--- config.mk ---
export PLATFORM = sky130hd
export DESIGN_NAME = multicycle_alu_flat
export DESIGN_NICKNAME = d
export VERILOG_FILES = /design/src/rtl/multicycle_alu_if.sv /design/src/rtl/multicycle_alu.sv /design/src/flat_wrapper.sv
export SDC_FILE = /design/constraint.sdc
export NUM_CORES = 1
export LEC_CHECK = 0
export CAP_MARGIN = 20
export CORE_ASPECT_RATIO = 1.25
export CORE_MARGIN = 5
export CORE_UTILIZATION = 35
export DETAILED_ROUTE_END_ITERATION = 16
export PLACE_DENSITY_LB_ADDON = 0.3
export SYNTH_ARGS = -nofsm -noshare
export SYNTH_HDL_FRONTEND = slang
export SYNTH_SLANG_ARGS = --single-unit
--- constraint.sdc ---
create_clock -name clk -period 5.87 [get_ports clk]
set_input_delay 1.4675 -clock clk [delete_from_list [all_inputs] [get_ports clk]]
set_output_delay 1.4675 -clock clk [all_outputs]
set_load 0.01 [all_outputs]
--- src/rtl/multicycle_alu_if.sv ---
`default_nettype none
// ============================================================================
//  Module      : multicycle_alu_if
//  Description : Request/response bundle between the EX-stage issue logic
//                and the multi-cycle ALU.
//                  in_valid   - operation request (master -> ALU)
//                  in_ready   - ALU can accept a request this cycle
//                  ALUControl - 4-bit operation code
//                  SrcA/SrcB  - operands; SrcB[SHW-1:0] is the shift amount
//                  out_valid  - one-cycle completion pulse
//                  ALUResult  - registered result, held until next completion
//                  Zero       - ALUResult == 0, registered with ALUResult
//  Revision    : 1.0 - initial release
// ============================================================================
interface multicycle_alu_if #(
    parameter int XLEN = 32
);
    logic            in_valid;
    logic            in_ready;
    logic [3:0]      ALUControl;
    logic [XLEN-1:0] SrcA;
    logic [XLEN-1:0] SrcB;
    logic            out_valid;
    logic [XLEN-1:0] ALUResult;
    logic            Zero;

    modport master (
        output in_valid, ALUControl, SrcA, SrcB,
        input  in_ready, out_valid, ALUResult, Zero
    );

    modport slave (
        input  in_valid, ALUControl, SrcA, SrcB,
        output in_ready, out_valid, ALUResult, Zero
    );
endinterface
`default_nettype wire

--- src/rtl/multicycle_alu.sv ---
`default_nettype none
// ============================================================================
//  Module      : multicycle_alu
//  Description : EX-stage ALU. Non-shift operations complete in one cycle;
//                SLL/SRL/SRA are performed serially, one bit per cycle.
//  Ports       : clk   - rising-edge clock
//                rst_n - asynchronous active-low reset
//                bus   - multicycle_alu_if.slave (request, operands, result)
//  Revision    : 1.0 - initial release
// ============================================================================
module multicycle_alu #(
    parameter int XLEN = 32,
    parameter int SHW  = 5
) (
    input  wire logic       clk,
    input  wire logic       rst_n,
    multicycle_alu_if.slave bus
);

    localparam logic [3:0] c_op_add  = 4'b0000;
    localparam logic [3:0] c_op_sub  = 4'b0001;
    localparam logic [3:0] c_op_and  = 4'b0010;
    localparam logic [3:0] c_op_or   = 4'b0011;
    localparam logic [3:0] c_op_sll  = 4'b0100;
    localparam logic [3:0] c_op_slt  = 4'b0101;
    localparam logic [3:0] c_op_srl  = 4'b0110;
    localparam logic [3:0] c_op_sra  = 4'b0111;
    localparam logic [3:0] c_op_xor  = 4'b1000;
    localparam logic [3:0] c_op_sltu = 4'b1001;

    typedef enum logic [0:0] {
        S_IDLE  = 1'b0,
        S_SHIFT = 1'b1
    } state_t;

    typedef enum logic [1:0] {
        K_SLL = 2'd0,
        K_SRL = 2'd1,
        K_SRA = 2'd2
    } shkind_t;

    state_t          state_q,     state_d;
    shkind_t         kind_q,      kind_d;
    logic [XLEN-1:0] shreg_q,     shreg_d;
    logic [SHW-1:0]  cnt_q,       cnt_d;
    logic [XLEN-1:0] result_q,    result_d;
    logic            zero_q,      zero_d;
    logic            out_valid_q, out_valid_d;

    logic            w_accept;
    logic [SHW-1:0]  w_shamt;
    logic            w_is_shift;
    logic [XLEN-1:0] w_single;
    logic [XLEN-1:0] w_step;
    shkind_t         w_kind;

    assign bus.in_ready  = (state_q == S_IDLE);
    assign bus.out_valid = out_valid_q;
    assign bus.ALUResult = result_q;
    assign bus.Zero      = zero_q;

    assign w_accept = bus.in_valid && (state_q == S_IDLE);
    assign w_shamt  = bus.SrcB[SHW-1:0];

    // Single-cycle result. A shift with shamt 0 lands here too and returns
    // SrcA unchanged, so only non-zero shifts ever enter the serial path.
    always_comb begin
        w_single   = '0;
        w_is_shift = 1'b0;
        w_kind     = K_SLL;
        case (bus.ALUControl)
            c_op_add:  w_single = bus.SrcA + bus.SrcB;
            c_op_sub:  w_single = bus.SrcA - bus.SrcB;
            c_op_and:  w_single = bus.SrcA & bus.SrcB;
            c_op_or:   w_single = bus.SrcA | bus.SrcB;
            c_op_xor:  w_single = bus.SrcA ^ bus.SrcB;
            c_op_slt:  w_single = {{(XLEN-1){1'b0}}, ($signed(bus.SrcA) < $signed(bus.SrcB))};
            c_op_sltu: w_single = {{(XLEN-1){1'b0}}, (bus.SrcA < bus.SrcB)};
            c_op_sll: begin
                w_single   = bus.SrcA;
                w_is_shift = 1'b1;
                w_kind     = K_SLL;
            end
            c_op_srl: begin
                w_single   = bus.SrcA;
                w_is_shift = 1'b1;
                w_kind     = K_SRL;
            end
            c_op_sra: begin
                w_single   = bus.SrcA;
                w_is_shift = 1'b1;
                w_kind     = K_SRA;
            end
            default:   w_single = '0;
        endcase
    end

    // One bit position of the serial shifter.
    always_comb begin
        w_step = shreg_q;
        case (kind_q)
            K_SLL:   w_step = {shreg_q[XLEN-2:0], 1'b0};
            K_SRL:   w_step = {1'b0, shreg_q[XLEN-1:1]};
            K_SRA:   w_step = {shreg_q[XLEN-1], shreg_q[XLEN-1:1]};
            default: w_step = shreg_q;
        endcase
    end

    always_comb begin
        state_d     = state_q;
        kind_d      = kind_q;
        shreg_d     = shreg_q;
        cnt_d       = cnt_q;
        result_d    = result_q;
        zero_d      = zero_q;
        out_valid_d = 1'b0;
        case (state_q)
            S_IDLE: begin
                if (w_accept) begin
                    if (w_is_shift && (w_shamt != '0)) begin
                        shreg_d = bus.SrcA;
                        cnt_d   = w_shamt;
                        kind_d  = w_kind;
                        state_d = S_SHIFT;
                    end else begin
                        result_d    = w_single;
                        zero_d      = (w_single == '0);
                        out_valid_d = 1'b1;
                    end
                end
            end
            S_SHIFT: begin
                shreg_d = w_step;
                cnt_d   = cnt_q - SHW'(1);
                if (cnt_q == SHW'(1)) begin
                    result_d    = w_step;
                    zero_d      = (w_step == '0);
                    out_valid_d = 1'b1;
                    state_d     = S_IDLE;
                end
            end
            default: state_d = S_IDLE;
        endcase
    end

    always_ff @(posedge clk or negedge rst_n) begin
        if (!rst_n) begin
            state_q     <= S_IDLE;
            kind_q      <= K_SLL;
            shreg_q     <= '0;
            cnt_q       <= '0;
            result_q    <= '0;
            zero_q      <= 1'b0;
            out_valid_q <= 1'b0;
        end else begin
            state_q     <= state_d;
            kind_q      <= kind_d;
            shreg_q     <= shreg_d;
            cnt_q       <= cnt_d;
            result_q    <= result_d;
            zero_q      <= zero_d;
            out_valid_q <= out_valid_d;
        end
    end

endmodule
`default_nettype wire
--- src/flat_wrapper.sv ---
// flat-port wrapper written by rule: the top's interface ports become plain ports
module multicycle_alu_flat 
#(
    parameter int XLEN = 32,
    parameter int SHW  = 5
)
  (clk, rst_n, bus_in_valid, bus_ALUControl, bus_SrcA, bus_SrcB, bus_in_ready, bus_out_valid, bus_ALUResult, bus_Zero);
  multicycle_alu_if #(.XLEN(XLEN)) bus_i ();
  input  wire logic clk;
  input  wire logic rst_n;
  input wire logic [$bits(bus_i.in_valid)-1:0] bus_in_valid;
  input wire logic [$bits(bus_i.ALUControl)-1:0] bus_ALUControl;
  input wire logic [$bits(bus_i.SrcA)-1:0] bus_SrcA;
  input wire logic [$bits(bus_i.SrcB)-1:0] bus_SrcB;
  output wire logic [$bits(bus_i.in_ready)-1:0] bus_in_ready;
  output wire logic [$bits(bus_i.out_valid)-1:0] bus_out_valid;
  output wire logic [$bits(bus_i.ALUResult)-1:0] bus_ALUResult;
  output wire logic [$bits(bus_i.Zero)-1:0] bus_Zero;
  assign bus_i.in_valid = bus_in_valid;
  assign bus_i.ALUControl = bus_ALUControl;
  assign bus_i.SrcA = bus_SrcA;
  assign bus_i.SrcB = bus_SrcB;
  assign bus_in_ready = bus_i.in_ready;
  assign bus_out_valid = bus_i.out_valid;
  assign bus_ALUResult = bus_i.ALUResult;
  assign bus_Zero = bus_i.Zero;
  multicycle_alu #(.XLEN(XLEN), .SHW(SHW)) u_core (.clk(clk), .rst_n(rst_n), .bus(bus_i));
endmodule
Word-level counts from Yosys, hierarchy flattened
Index checks and enable logic that the tools add are counted.
{"block": "totals", "ff_bits": 74, "latch_bits": 0, "ram_bits": 0, "rom_bits": 0, "input_bits": 71, "output_inout_bits": 35, "wordCells": 69, "memories": 0}
{"block": "classes", "n_addsub": 3, "n_mul": 0, "n_div": 0, "magnitude_cmp": 2, "n_eq_ne": 16, "shift": 0, "mux": 26, "bitwise_logic": 4, "reduce_logical": 11}
{"operator": "32-bit one-hot mux with 8 select lines", "count": 1}
{"operator": "32-bit two-way mux", "count": 5}
{"operator": "32-bit one-hot mux with 2 select lines", "count": 2}
{"operator": "32-bit one-hot mux with 3 select lines", "count": 1}
{"operator": "32-bit logical NOT", "count": 2}
{"operator": "32-bit < comparator", "count": 2}
{"operator": "32-bit adder", "count": 1}
{"operator": "32-bit AND", "count": 1}
{"operator": "32-bit bitwise OR", "count": 1}
{"operator": "32-bit subtractor", "count": 1}
{"operator": "32-bit XOR", "count": 1}
{"operator": "4-bit by 3-bit equality test with 1-bit output (second input constant)", "count": 4}
{"operator": "1-bit two-way mux", "count": 10}
{"operator": "5-bit two-way mux", "count": 2}
{"operator": "5-bit one-hot mux with 2 select lines", "count": 1}
{"operator": "4-bit by 2-bit equality test with 1-bit output (second input constant)", "count": 2}
{"operator": "4-bit equality test (second input constant)", "count": 2}
{"operator": "1-bit one-hot mux with 2 select lines", "count": 3}
{"operator": "3-bit AND reduction", "count": 2}
{"operator": "5-bit by 1-bit equality test with 1-bit output (second input constant)", "count": 1}
{"operator": "5-bit nonzero test", "count": 1}
{"operator": "5-bit by 1-bit subtractor with 5-bit output (second input constant)", "count": 1}
{"operator": "4-bit by 1-bit equality test with 1-bit output (second input constant)", "count": 1}
{"operator": "4-bit logical NOT", "count": 1}
{"operator": "other kinds (10)", "count": 13}

Longest topological paths before layout
{"block": "logic_depth", "word_depth": 7, "depth_mapped": 14, "mapped_depth_nobuf": 14}

Worst setup path after synthesis
Ideal clock, no wire load.
{"block": "synth_path", "path_type": "input-to-reg", "from": "input port bus_SrcA[0]", "to": "register u_core.zero_q (netlist: u_core.bus.Zero)", "setup_time_ns": 0.092, "t_arrival_ns": 4.354, "required_ns": 5.778, "path_slack_ns": 1.424, "stages": 14, "path_buffers": 0, "cell_sequence": "inv_1 ha_1 fa_1 o21bai_2 nand3_2 a2111oi_4 o2111ai_1 a31oi_2 a31o_1 nand2_1 a2111o_1 nor4_1 nand4_1 o31ai_2"}
{"block": "synth_via", "elab_chain_len": 6, "elab_cells_between_ends": 12, "cone_classes": "add/sub (2); order compare (2); mux (4); bitwise (3); reduce/logical (1)"}
{"item": "from (decl)", "line_no": "flat_wrapper.sv:13", "text": "input wire logic [$bits(bus_i.SrcA)-1:0] bus_SrcA;"}
{"item": "32-bit subtractor, or another cell as far along", "line_no": "multicycle_alu.sv:73", "text": "c_op_sub: w_single = bus.SrcA - bus.SrcB;"}
{"item": "32-bit one-hot mux with 8 select lines (*)", "line_no": "multicycle_alu.sv:71", "text": "case (bus.ALUControl)"}
{"item": "32-bit logical NOT (*)", "line_no": "multicycle_alu.sv:127", "text": "zero_d = (w_single == '0);"}
{"item": "1-bit two-way mux (*)", "line_no": "multicycle_alu.sv:120", "text": "if (w_is_shift && (w_shamt != '0)) begin"}
{"item": "1-bit two-way mux (*)", "line_no": "multicycle_alu.sv:119", "text": "if (w_accept) begin"}
{"item": "1-bit one-hot mux with 2 select lines (*)", "line_no": "multicycle_alu.sv:117", "text": "case (state_q)"}
{"item": "to (signal assigned)", "line_no": "multicycle_alu.sv:161", "text": "zero_q <= zero_d;"}
{"item": "to (decl)", "line_no": "multicycle_alu.sv:47", "text": "logic zero_q, zero_d;"}
Every way passes the cells marked *; elsewhere a longest branch is shown, timed or not. The select of a mux whose other input is x is not followed.
A chain may end at the register's enable or synchronous reset.

Final worst setup path
{"block": "layout_path", "from": "input port bus_SrcB[1]", "to": "register u_core.zero_q (netlist: u_core.bus.Zero)"}
{"block": "layout_via", "elab_chain_len": 6, "elab_cells_between_ends": 16, "cone_classes": "add/sub (2); order compare (2); eq/ne (1); mux (4); bitwise (3); reduce/logical (4)"}
{"item": "from (decl)", "line_no": "flat_wrapper.sv:14", "text": "input wire logic [$bits(bus_i.SrcB)-1:0] bus_SrcB;"}
{"item": "32-bit subtractor, or another cell as far along", "line_no": "multicycle_alu.sv:73"}
{"item": "32-bit one-hot mux with 8 select lines", "line_no": "multicycle_alu.sv:71"}
{"item": "32-bit logical NOT", "line_no": "multicycle_alu.sv:127"}
{"item": "1-bit two-way mux", "line_no": "multicycle_alu.sv:120"}
{"item": "1-bit two-way mux", "line_no": "multicycle_alu.sv:119"}
{"item": "1-bit one-hot mux with 2 select lines", "line_no": "multicycle_alu.sv:117"}
Parallel ways exist; a longest one is shown, timed or not. The select of a mux whose other input is x is not followed.

==> run_results.csv <==
group,metric,value,unit
finish,utilization,0.428,
power,power.leakage,5.34,nW
clocking,clockBufferDepth,2,
hold_path,min_from,"u_core.bus.ALUResult[1]",
setup_path,required,6.12,ns
clocking,clk_latency,0.34,ns
timing,drv_slew,0,
setup_path,path_max_fanout,5,
finish,multi_input_area,7770,um2
timing,skew,0.00990,ns
clocking,hold_buffers,0,
global_route,grt_pass1_vias,10900,
timing,hold_viol,0,
timing,fin_crit_sh,0.932,
floorplan,fp.dieH,203,um
setup_path,crit_type,"in -> reg",
clocking,cts_resized,0,
placement,place_inst,1873,
clocking,cts_sinks,74,
synth,synth-edff-count,0,
finish,drive_above_1_share,0.104,
finish,final_cell_mix,"140 x a21oi_1, 131 x nor2_1, 115 x ha_1",
synth,synthFlopType,"dfrtp_1",
synth,asyncSetResetFlopFracSynth,1.00,
timing,setup_violations,0,
route,ant_nets,0,
timing,worst_pin_slew,1.18,ns
synth,ys_ff_latch,74,
finish,layout.nets,1677,
global_route,grt-ovfl-total,0,
setup_path,slowest_stage,"clkdlybuf4s50_1",
clocking,cts_buffers,9,
global_route,antenna_found_initial,0,
setup_path,cp_cell_sequence,"clkdlybuf4s50_1 > inv_1 > ha_1 > a211oi_1 > buf_4 > nor3_1 > o41ai_2 > buf_4 > o21ai_0 > a211oi_1 > o21ai_0 > nor4_1 > nand4bb_1 > nor4_1 > nand4_1 > o31ai_2",
finish,register_area,1850,um2
floorplan,pin_count,106,
placement,io_buffers,105,
global_route,grtUsageTotal,0.247,
floorplan,row_count,70,
hold_path,hold_path_class,"reg -> reg",
global_route,grt_max_degree,75,
power,ir_drop,0.000164,V
synth,ys_seq_area_frac,0.178,
route,drt_iter0_drc,888,
placement,gp_congestion,1.02,
floorplan,core,29300,um2
route,wl_per_cell,22.4,um
status,status,"complete, no violations",
setup_path,r2r-start,"u_core.state_q",
floorplan,die_x,164,um
synth,syn-num-nets,1576,
synth,syn-cell-area,10400,um2
timing,clock.fmax,183,MHz
power,powerDensity,286,nW/um2
synth,synth_warnings,0,
placement,placed_area,12200,um2
clocking,cts.htree.levels,3,
timing,slew_headroom,0.211,
synth,synthCells,1388,
global_route,grt_pass1_wl,64.4,mm
route,route.detailed.drc,0,
setup_path,cp.arrival,5.72,ns
timing,rsz0062_at_grt,"false",
clocking,path_clk_slew,0.07,ns
clocking,cts_tree,"done",
setup_path,crit_start,"bus_SrcB[1]",
finish,stdcell_count,1890,
placement,post-dp-hpwl,33.5,mm
setup_path,startpoint_type,"primary input",
floorplan,dieArea,33300,um2
finish,stdcell_area,12500,um2
floorplan,initial_utilization,0.355,
route,drt_pass1_iterations,6,
finish,final_common_cell,"a21oi_1",
route,via_count,11300,
clocking,ctsRootBufferMaster,"clkbuf_16",
setup_path,critPathMaxStageDelay,0.59,ns
finish,n_fill_cell,3065,
synth,synthDistinctLibCells,90,
route,routed_wl,42.4,mm
clocking,cts_setup_buffers,0,
route,drt-vias-per-instance,5.96,
flow_run,maxCapViolCount,0,
power,p_total,3.57,mW
finish,area_delta_synth_final,20.3,%
setup_path,worst_setup_path_end_kind,"register",
timing,fin_crit,5.47,ns
finish,antennaDiodeCount,0,
synth,synth_area_per_cell,7.49,um2
per-layer routing:
layer	track usage	up-vias	wire length (um)
met5	0	-	0
met1	0.337	5459	18400
met3	0.0250	86	2660
li1	-	5293	-
met4	0.0815	0	1380
met2	0.409	426	20000
state kept, by name, summed over array words and instances, names as in the netlist:
| register | cells |
|---|---|
| u_core.state_q | 1 |
| u_core.bus.Zero | 1 |
| u_core.cnt_q | 5 |
| u_core.bus.out_valid | 1 |
| u_core.bus.ALUResult | 32 |
| u_core.kind_q | 2 |
| u_core.shreg_q | 32 |
metrics by stage:
step | hold WS [ns] | worst slack, ns | setup TNS, ns
6_report | 0.486 | 0.396 | 0
5_1_grt | 0.531 | 0.298 | 0
4_1_cts | 0.494 | 0.447 | 0
3_5_place_dp | 0.481 | 0.121 | 0
3_3_place_gp | 0.480 | -0.0801 | -0.0801
2_1_floorplan | 0.475 | 1.42 | 0
synthesized netlist by cell type, types with 5 or more instances:
library cell | number | area, um2
mux2i_1 | 49 | 490
dfrtp_1 | 74 | 1850
nand4_1 | 15 | 93.8
a211oi_1 | 13 | 97.6
mux2_2 | 15 | 169
a211o_1 | 11 | 96.3
nand3b_1 | 6 | 45.0
nor4b_1 | 6 | 52.6
o31ai_1 | 15 | 113
nor2_1 | 132 | 495
ha_1 | 115 | 1440
o21bai_1 | 18 | 135
o22ai_1 | 6 | 37.5
nor3_1 | 23 | 115
a221oi_1 | 18 | 158
o2111ai_1 | 5 | 43.8
a21o_1 | 15 | 113
or2_2 | 8 | 50.1
o211ai_1 | 38 | 285
o21ai_0 | 107 | 536
xnor2_1 | 11 | 96.3
a21oi_1 | 140 | 701
a22oi_1 | 7 | 52.6
a2111oi_0 | 7 | 61.3
buf_1 | 13 | 48.8
inv_1 | 106 | 398
o21ai_1 | 5 | 25.0
clkbuf_1 | 53 | 199
or3_1 | 9 | 56.3
a31oi_1 | 9 | 56.3
o221ai_1 | 10 | 87.6
nor2b_1 | 17 | 106
a31o_2 | 6 | 52.6
nand2b_1 | 28 | 175
nand2_1 | 89 | 334
a221o_1 | 8 | 80.1
nand3_1 | 16 | 80.1
a21boi_0 | 16 | 120
buf_2 | 22 | 110
o21a_1 | 8 | 60.1
nor4_1 | 26 | 163
worst max-delay path: cells and delay by family:
kind,cells,cell delay [ns]
AOI/OAI and AO/OA,6,1.61
adders and majority gates,1,0.38
buffers and inverters,4,1.15
and+or+nand+nor,5,1.12
final timing paths:
kind	endpoint	slack [ns]	cells past startpoint
hold reg to reg	u_core.bus.ALUResult[1]	0.49	1
setup reg to reg	u_core.bus.Zero	2.31	13
hold / removal	u_core.bus.ALUResult[1]	0.49	1
max in group asynchronous	u_core.bus.ALUResult[29]	4.34	2
setup / recovery	u_core.bus.Zero	0.40	16
min in group asynchronous	u_core.bus.out_valid	0.94	1
layout make-up:
cell class                 count  share of cell area
clock buffer                  10              0.0183
clock inverter                 6             0.00730
inverter                     107              0.0321
multi-input combinational   1113               0.621
sequential                    74               0.148
tap                          396              0.0396
timing repair buffer         184               0.134
report_power, final:
group	internal, mW	switching (mW)
Clock	0.373	0.225
Sequential	0.746	0.202
Combinational	0.866	1.16
cells by family (layout without fill, tap and decap cells):
logic type | count (synthesis) | after routing | share of synthesized area
buffers and inverters | 201 | 307 | 0.0779
flip-flops | 74 | 74 | 0.178
multiplexers | 64 | 64 | 0.0634
AO/OA/AOI/OAI | 514 | 514 | 0.334
adder cells (fa/ha/maj) | 117 | 117 | 0.142
XOR/XNOR | 15 | 15 | 0.0126
AND/OR/NAND/NOR | 403 | 403 | 0.192
Note: power is estimated with default switching activity, not from simulation.
